--- src/rtl/sprite_pkg.sv ---
// rtl/sprite_pkg.sv - shared constants, bus size codes and FSM states for the sprite host master
package sprite_pkg;

   localparam int         OBJ_BYTES          = 4;
   localparam logic [5:0] CONTROL_ADDR       = 6'd63;
   localparam int         CTRL_BITMAP_WE     = 0;
   localparam int         CTRL_STAGING_READY = 1;

   localparam logic [1:0] SZ_BYTE = 2'b00;
   localparam logic [1:0] SZ_HALF = 2'b01;
   localparam logic [1:0] SZ_WORD = 2'b10;
   localparam logic [1:0] SZ_NONE = 2'b11;

   typedef enum logic [2:0] {
      ST_IDLE,
      ST_OBJ_WR,
      ST_CTRL_WR,
      ST_RD_REQ,
      ST_RD_WAIT,
      ST_BMP_EN,
      ST_BMP_WR,
      ST_BMP_DIS
   } state_t;

   function automatic logic [31:0] ctrl_word(input logic staging, input logic bitmap_we);
      ctrl_word                     = '0;
      ctrl_word[CTRL_STAGING_READY] = staging;
      ctrl_word[CTRL_BITMAP_WE]     = bitmap_we;
   endfunction

endpackage

--- src/rtl/sprite_host_master_if.sv ---
// rtl/sprite_host_master_if.sv - sprite unit host RAM port
interface sprite_host_master_if;

   logic [5:0]  bus_address;
   logic [31:0] bus_wdata;
   logic [1:0]  bus_write_n;
   logic [1:0]  bus_read_n;
   logic [31:0] bus_rdata;
   logic        bus_data_ready;

   modport master (
      output bus_address, bus_wdata, bus_write_n, bus_read_n,
      input  bus_rdata, bus_data_ready
   );

   modport slave (
      input  bus_address, bus_wdata, bus_write_n, bus_read_n,
      output bus_rdata, bus_data_ready
   );

endinterface

--- src/rtl/sprite_shadow_table.sv ---
// rtl/sprite_shadow_table.sv - local copy of the object descriptors, one write port, one read port
module sprite_shadow_table #(
   parameter int MAX_SPRITES = 2,
   parameter int IDXW        = 1
) (
   input  logic            clk,
   input  logic            rst_n,
   input  logic            wr_en,
   input  logic [IDXW-1:0] wr_idx,
   input  logic [31:0]     wr_data,
   input  logic [IDXW-1:0] rd_idx,
   output logic [31:0]     rd_data
);

   logic [31:0] mem [MAX_SPRITES];

   always_ff @(posedge clk or negedge rst_n) begin
      if (!rst_n) begin
         for (int k = 0; k < MAX_SPRITES; k++) mem[k] <= '0;
      end else if (wr_en) begin
         mem[wr_idx] <= wr_data;
      end
   end

   assign rd_data = mem[rd_idx];

endmodule

--- src/rtl/sprite_host_master.sv ---
// rtl/sprite_host_master.sv - commits the shadow object table and uploads bitmap words over the host RAM port
module sprite_host_master
   import sprite_pkg::*;
#(
   parameter int MAX_SPRITES = 2,
   parameter int TIMEOUT     = 15,
   localparam int IDXW       = (MAX_SPRITES > 1) ? $clog2(MAX_SPRITES) : 1
) (
   input  logic                  clk,
   input  logic                  rst_n,
   input  logic                  obj_wr_en,
   input  logic [IDXW-1:0]       obj_wr_idx,
   input  logic [31:0]           obj_wr_data,
   input  logic                  bmp_valid,
   output logic                  bmp_ready,
   input  logic [5:0]            bmp_addr,
   input  logic [31:0]           bmp_data,
   input  logic                  user_interrupt,
   sprite_host_master_if.master  bus,
   output logic [7:0]            ctrl_status,
   output logic                  commit_done,
   output logic                  bus_err,
   output logic                  busy
);

   localparam int              CNTW     = $clog2(TIMEOUT + 1);
   localparam logic [IDXW-1:0] LAST_IDX = IDXW'(MAX_SPRITES - 1);
   localparam logic [6:0]      BMP_LO   = 7'(OBJ_BYTES * MAX_SPRITES);

   state_t          state, state_next;
   logic [IDXW-1:0] obj_idx, obj_idx_next, rd_idx;
   logic [CNTW-1:0] tmo_cnt, tmo_cnt_next;
   logic [31:0]     rd_data, shadow_word;
   logic [5:0]      word_addr;
   logic [6:0]      bmp_end;
   logic            irq_pending, bmp_legal, timed_out;

   logic [5:0]  addr_d, addr_q;
   logic [31:0] wdata_d, wdata_q;
   logic [1:0]  write_n_d, write_n_q, read_n_d, read_n_q;
   logic        commit_d, err_d, status_we;
   logic        unused_rdata;

   // The table is read one cycle ahead of the bus, so a same-cycle write is forwarded.
   assign rd_idx      = (state == ST_OBJ_WR) ? obj_idx + 1'b1 : '0;
   assign shadow_word = (obj_wr_en && obj_wr_idx == rd_idx) ? obj_wr_data : rd_data;
   assign word_addr   = 6'(int'(rd_idx) * OBJ_BYTES);

   sprite_shadow_table #(
      .MAX_SPRITES (MAX_SPRITES),
      .IDXW        (IDXW)
   ) u_shadow (
      .clk     (clk),
      .rst_n   (rst_n),
      .wr_en   (obj_wr_en),
      .wr_idx  (obj_wr_idx),
      .wr_data (obj_wr_data),
      .rd_idx  (rd_idx),
      .rd_data (rd_data)
   );

   assign bmp_end   = {1'b0, bmp_addr} + 7'd3;
   assign bmp_legal = ({1'b0, bmp_addr} >= BMP_LO) && (bmp_end < 7'(CONTROL_ADDR));
   assign timed_out = (tmo_cnt == CNTW'(TIMEOUT - 1));
   assign bmp_ready = (state == ST_BMP_WR) && bmp_valid && !irq_pending;
   assign busy      = (state != ST_IDLE);

   always_ff @(posedge clk or negedge rst_n) begin
      if (!rst_n) begin
         state   <= ST_IDLE;
         obj_idx <= '0;
         tmo_cnt <= '0;
      end else begin
         state   <= state_next;
         obj_idx <= obj_idx_next;
         tmo_cnt <= tmo_cnt_next;
      end
   end

   always_comb begin
      state_next   = state;
      obj_idx_next = obj_idx;
      tmo_cnt_next = tmo_cnt;
      case (state)
         ST_IDLE: begin
            if (irq_pending) begin
               state_next   = ST_OBJ_WR;
               obj_idx_next = '0;
            end else if (bmp_valid) begin
               state_next = ST_BMP_EN;
            end
         end
         ST_OBJ_WR: begin
            if (obj_idx == LAST_IDX) state_next = ST_CTRL_WR;
            else                     obj_idx_next = obj_idx + 1'b1;
         end
         ST_CTRL_WR: state_next = ST_RD_REQ;
         ST_RD_REQ: begin
            state_next   = ST_RD_WAIT;
            tmo_cnt_next = CNTW'(1);
         end
         ST_RD_WAIT: begin
            if (bus.bus_data_ready || timed_out) state_next = ST_IDLE;
            else                                 tmo_cnt_next = tmo_cnt + 1'b1;
         end
         ST_BMP_EN: state_next = ST_BMP_WR;
         ST_BMP_WR: begin
            if (irq_pending || !bmp_valid) state_next = ST_BMP_DIS;
         end
         ST_BMP_DIS: state_next = ST_IDLE;
         default:    state_next = ST_IDLE;
      endcase
   end

   // Each value computed here is what the bus shows while in the following state.
   always_comb begin
      addr_d    = '0;
      wdata_d   = '0;
      write_n_d = SZ_NONE;
      read_n_d  = SZ_NONE;
      commit_d  = 1'b0;
      err_d     = 1'b0;
      status_we = 1'b0;
      case (state)
         ST_IDLE: begin
            if (irq_pending) begin
               write_n_d = SZ_WORD;
               addr_d    = word_addr;
               wdata_d   = shadow_word;
            end else if (bmp_valid) begin
               write_n_d = SZ_BYTE;
               addr_d    = CONTROL_ADDR;
               wdata_d   = ctrl_word(1'b0, 1'b1);
            end
         end
         ST_OBJ_WR: begin
            if (obj_idx == LAST_IDX) begin
               write_n_d = SZ_BYTE;
               addr_d    = CONTROL_ADDR;
               wdata_d   = ctrl_word(1'b1, 1'b0);
            end else begin
               write_n_d = SZ_WORD;
               addr_d    = word_addr;
               wdata_d   = shadow_word;
            end
         end
         ST_CTRL_WR: begin
            read_n_d = SZ_BYTE;
            addr_d   = CONTROL_ADDR;
         end
         ST_RD_WAIT: begin
            if (bus.bus_data_ready) begin
               commit_d  = 1'b1;
               status_we = 1'b1;
            end else if (timed_out) begin
               err_d = 1'b1;
            end
         end
         ST_BMP_WR: begin
            if (irq_pending || !bmp_valid) begin
               write_n_d = SZ_BYTE;
               addr_d    = CONTROL_ADDR;
               wdata_d   = ctrl_word(1'b0, 1'b0);
            end else if (bmp_legal) begin
               write_n_d = SZ_WORD;
               addr_d    = bmp_addr;
               wdata_d   = bmp_data;
            end else begin
               err_d = 1'b1;
            end
         end
         default: ;
      endcase
   end

   always_ff @(posedge clk or negedge rst_n) begin
      if (!rst_n) begin
         addr_q      <= '0;
         wdata_q     <= '0;
         write_n_q   <= SZ_NONE;
         read_n_q    <= SZ_NONE;
         commit_done <= 1'b0;
         bus_err     <= 1'b0;
         ctrl_status <= '0;
         irq_pending <= 1'b0;
      end else begin
         addr_q      <= addr_d;
         wdata_q     <= wdata_d;
         write_n_q   <= write_n_d;
         read_n_q    <= read_n_d;
         commit_done <= commit_d;
         bus_err     <= err_d;
         if (status_we) ctrl_status <= bus.bus_rdata[7:0];
         // A new interrupt wins over the clear, so a request during a commit is not lost.
         irq_pending <= user_interrupt || (irq_pending && state != ST_IDLE);
      end
   end

   assign bus.bus_address = addr_q;
   assign bus.bus_wdata   = wdata_q;
   assign bus.bus_write_n = write_n_q;
   assign bus.bus_read_n  = read_n_q;
   assign unused_rdata    = ^bus.bus_rdata[31:8];

endmodule

--- src/flat_wrapper.sv ---
// flat-port wrapper written by rule: the top's interface ports become plain ports
module sprite_host_master_flat import sprite_pkg::*;
#(
   parameter int MAX_SPRITES = 2,
   parameter int TIMEOUT     = 15,
   localparam int IDXW       = (MAX_SPRITES > 1) ? $clog2(MAX_SPRITES) : 1
)
  (clk, rst_n, obj_wr_en, obj_wr_idx, obj_wr_data, bmp_valid, bmp_ready, bmp_addr, bmp_data, user_interrupt, ctrl_status, commit_done, bus_err, busy, bus_bus_address, bus_bus_wdata, bus_bus_write_n, bus_bus_read_n, bus_bus_rdata, bus_bus_data_ready);
  sprite_host_master_if bus_i ();
  input  logic clk;
  input  logic rst_n;
  input  logic obj_wr_en;
  input  logic [IDXW-1:0] obj_wr_idx;
  input  logic [31:0] obj_wr_data;
  input  logic bmp_valid;
  output logic bmp_ready;
  input  logic [5:0] bmp_addr;
  input  logic [31:0] bmp_data;
  input  logic user_interrupt;
  output logic [7:0] ctrl_status;
  output logic commit_done;
  output logic bus_err;
  output logic busy;
  output wire logic [$bits(bus_i.bus_address)-1:0] bus_bus_address;
  output wire logic [$bits(bus_i.bus_wdata)-1:0] bus_bus_wdata;
  output wire logic [$bits(bus_i.bus_write_n)-1:0] bus_bus_write_n;
  output wire logic [$bits(bus_i.bus_read_n)-1:0] bus_bus_read_n;
  input wire logic [$bits(bus_i.bus_rdata)-1:0] bus_bus_rdata;
  input wire logic [$bits(bus_i.bus_data_ready)-1:0] bus_bus_data_ready;
  assign bus_bus_address = bus_i.bus_address;
  assign bus_bus_wdata = bus_i.bus_wdata;
  assign bus_bus_write_n = bus_i.bus_write_n;
  assign bus_bus_read_n = bus_i.bus_read_n;
  assign bus_i.bus_rdata = bus_bus_rdata;
  assign bus_i.bus_data_ready = bus_bus_data_ready;
  sprite_host_master #(.MAX_SPRITES(MAX_SPRITES), .TIMEOUT(TIMEOUT)) u_core (.clk(clk), .rst_n(rst_n), .obj_wr_en(obj_wr_en), .obj_wr_idx(obj_wr_idx), .obj_wr_data(obj_wr_data), .bmp_valid(bmp_valid), .bmp_ready(bmp_ready), .bmp_addr(bmp_addr), .bmp_data(bmp_data), .user_interrupt(user_interrupt), .bus(bus_i), .ctrl_status(ctrl_status), .commit_done(commit_done), .bus_err(bus_err), .busy(busy));
endmodule
--- config.mk ---
export PLATFORM = sky130hd
export DESIGN_NAME = sprite_host_master_flat
export DESIGN_NICKNAME = d
export VERILOG_FILES = /design/src/rtl/sprite_pkg.sv /design/src/rtl/sprite_host_master_if.sv /design/src/rtl/sprite_shadow_table.sv /design/src/rtl/sprite_host_master.sv /design/src/flat_wrapper.sv
export SDC_FILE = /design/constraint.sdc
export NUM_CORES = 1
export LEC_CHECK = 0
export ABC_AREA = 1
export CAP_MARGIN = 20
export CORE_ASPECT_RATIO = 1.75
export CORE_UTILIZATION = 30
export DETAILED_ROUTE_END_ITERATION = 8
export MAX_ROUTING_LAYER = met4
export PLACE_DENSITY_LB_ADDON = 0.3
export SLEW_MARGIN = 5
export SYNTH_ARGS = -nofsm -noshare
export SYNTH_HDL_FRONTEND = slang
export SYNTH_SLANG_ARGS = --single-unit
--- constraint.sdc ---
create_clock -name clk -period 2.1 [get_ports clk]
set_input_delay 0.525 -clock clk [delete_from_list [all_inputs] [get_ports clk]]
set_output_delay 0.525 -clock clk [all_outputs]
set_load 0.05 [all_outputs]
==> metrics.cfg <==
[die]
rows=67
die_w_microns=108
start_util_pct=30.8
dieArea_sq_um=20300
core-area_sq_um=19200
io-pin-count=163
die_h_microns=188

[clock_tree]
tritoncts=built
clk_pin_slew_worst_paths_ns=0.05
cts-htree-levels=4
cts_sinks=124
cts_root_buf=clkbuf_16
cts_made_buffers=17
cts_max_path_buffers=2
clock_latency_ns=0.42

[synth]
synthMuxAreaShare_pct=0
yosysMostFrequentCell=nand2_1
synth_xor_area_share_pct=0
synth_top_area_share_pct=51.2
ys_seq_area_share_pct=52.6
post_synth.cell_area_avg_sq_um=8.76
synth-edff-count=0
synthArstFlopShare_pct=100
synth_top_family_by_area=simple AND/OR/NAND/NOR gates
synthAdderAreaFrac_pct=1.91
synth_common_cells=nand2_1 (250), dfrtp_1 (121), o21ai_0 (71), inv_1 (53), nand3_1 (38)
synth_nets=793
synth_ff_type=dfrtp_1
syn_area_sq_um=5910
synth_compound_area_share_pct=14.3
synthSimpleGateAreaFrac_pct=23.9
ys_seq_elements=124
ys_types=36
synth_area_leader_cell=dfrtp_1
yosys-top-cells-area=dfrtp_1 (51%), nand2_1 (16%), o211ai_2 (6.4%)
syn-instance-count=675
ys_warn_count=0

[global_routing]
antenna_found_initial=0
grt_pass1_vias=5299
grt_util_all_layers_pct=18.0
grt_overflow=0
grt_max_degree=64
grt_pass1_wl_microns=26700

[placement]
place_congestion=0.785
portBuffers=138
placed_area_sq_um=7750
place_ws_ns=-0.639
dpl.hpwl_microns=11300

[cells_and_area]
area_delta_synth_final_pct=44.5
insertedDiodeCount=0
fin_nets=959
stdcell_area_sq_um=8540
drive_above_1_share_pct=17.2

[timing]
finalSetupViolCount=0
min_period_ns=2.07
worstMarginPinSlew_ns=0.586
postLayoutSetupSlackWorst_ns=0.0252
fin_crit_sh_pct=98.8
slew_violations=0
relSlewSlack_pct=60.6
hold_viol_final=0
rsz0062_at_grt=yes
finClkSkew_ns=0.00818
fin_setup_tns_ns=0
timing.fmax_mhz=482

[worst_setup_path]
cpPeakStageDelay_ns=0.81
end_kind=output port
crit_chain=clkdlybuf4s50_1
critPathArrivalTime_ns=1.55
worst-path-buf-inv=1
critPathKind=reg2out
cp_max_fo=1
start_kind=register
cpLargestDelayFamily=buffers and inverters
crit_slowest_cell=clkdlybuf4s50_1
cp_data_required_time_ns=1.57

[route]
top_layer=met4
drtIter0Drc=208
m1WireLength_microns=6430
firstDrtPassIters=4
via_count=5096
wl_per_cell_microns=15.0
wl_met3_microns=514
vias_per_cell=4.65
drc_errors=0
postRouteAntennaNets=0
wirelength_microns=16400
wl_met2_microns=8880

[hold_path]
hold_path_class=in2async

[power]
power_leakage_uw=0.00452
power_density_nw_per_um2=1270
vdd_drop_max_mv=0.684

[flow_run]
drv_cap=0

[status]
status=complete, no violations

[per-stage QoR]
step           hold slack, ns  util [%]  std cells  power [uW]
6_report               0.0975      44.5       1095       10800
2_1_floorplan           0.229         -        675        6190
4_1_cts                0.0996      44.1       1094       11000
5_1_grt                 0.116      44.5       1095       11400
3_5_place_dp            0.458      40.4       1055        7780
3_3_place_gp            0.454      40.4       1055        7730
[cell families (layout without fill, tap and decap cells)]
kind of cell / count (synthesis) / after routing
buffers and inverters: 92 / 270
adder cells (fa/ha/maj): 9 / 9
flip-flops: 124 / 124
AND/OR/NAND/NOR: 330 / 331
AO/OA/AOI/OAI: 120 / 120
[final timing paths]
kind | startpoint | to | slack (ns) | cells after the start
worst max-delay path | u_core.bus.bus_wdata[22] | bus_bus_wdata[22] | 0.03 | 1
worst min-delay path | rst_n | u_core.bus.bus_wdata[17] | 0.1 | 1
worst max register to register | u_core.state[0] | u_core.bus.bus_wdata[31] | 0.18 | 11
worst min register to register | u_core.ctrl_status[4] | u_core.ctrl_status[4] | 0.46 | 2
max in group asynchronous | rst_n | u_core.u_shadow.mem[57] | 1.41 | 2
min in group clk | u_core.ctrl_status[4] | u_core.ctrl_status[4] | 0.46 | 2
[area by class of cell]
type | instances | area [sq um]
fillers | 1825 | 10700
flip-flops and latches | 124 | 3110
multi-input cells | 460 | 2400
repair buffers | 178 | 1870
clock buffers | 18 | 439
well taps | 241 | 302
inverters | 60 | 229
clock inverters | 14 | 194
[metal layers]
layer	GRT usage [%]	vias up
met3	2.99	32
met4	8.90	0
met2	31.9	113
li1	-	2514
met1	18.9	2437
met5	-	-
[placed cells by master, fill, tap and decap left out, drive strengths merged, types with 2 or more instances in the layout]
cell type	instances
bufinv	4
o21ai	73
dfstp	3
nand4	2
clkinv	5
ha	9
nor2	25
o211ai	32
and3	2
clkbuf	18
dfrtp	121
clkinvlp	5
dlymetal6s2s	22
inv	60
dlygate4sd2	12
nor3	4
nand3	39
buf	51
clkdlybuf4s50	93
a21oi	10
nand2	257
[state kept, by name (all words and copies together), names as in the netlist]
name                    flops
u_core.bus_err              1
u_core.state                3
u_core.irq_pending          1
u_core.bus.bus_address      6
u_core.obj_idx              1
u_core.tmo_cnt              4
u_core.bus.bus_read_n       1
u_core.commit_done          1
u_core.bus.bus_wdata       32
u_core.ctrl_status          8
u_core.u_shadow.mem        64
u_core.bus.bus_write_n      2
[what timing repair did]
action | 4_1_cts | 5_1_grt
pin swaps | 2 | 1
setup buffers | 6 | 1
gates resized for setup | 16 | 24
hold buffers | 0 | 0
setup endpoints to repair | 46 | 25
cloned | 1 | 0
[where the power goes]
group | internal [uW] | switching, uW | total, uW
combinational | 1520 | 2930 | 4450
clock | 2020 | 1110 | 3130
sequential | 2970 | 264 | 3230
[worst reg2reg max path: cells and delay by family (launching register included)]
family                   cells  cell delay [ns]
AND/OR/NAND/NOR              6             0.57
adder cells (fa/ha/maj)      1             0.23
buffers and inverters        3             0.51
AO/OA/AOI/OAI                1             0.10
flip-flops                   1             0.39
No activity file was read; power rests on OpenSTA's default activity.
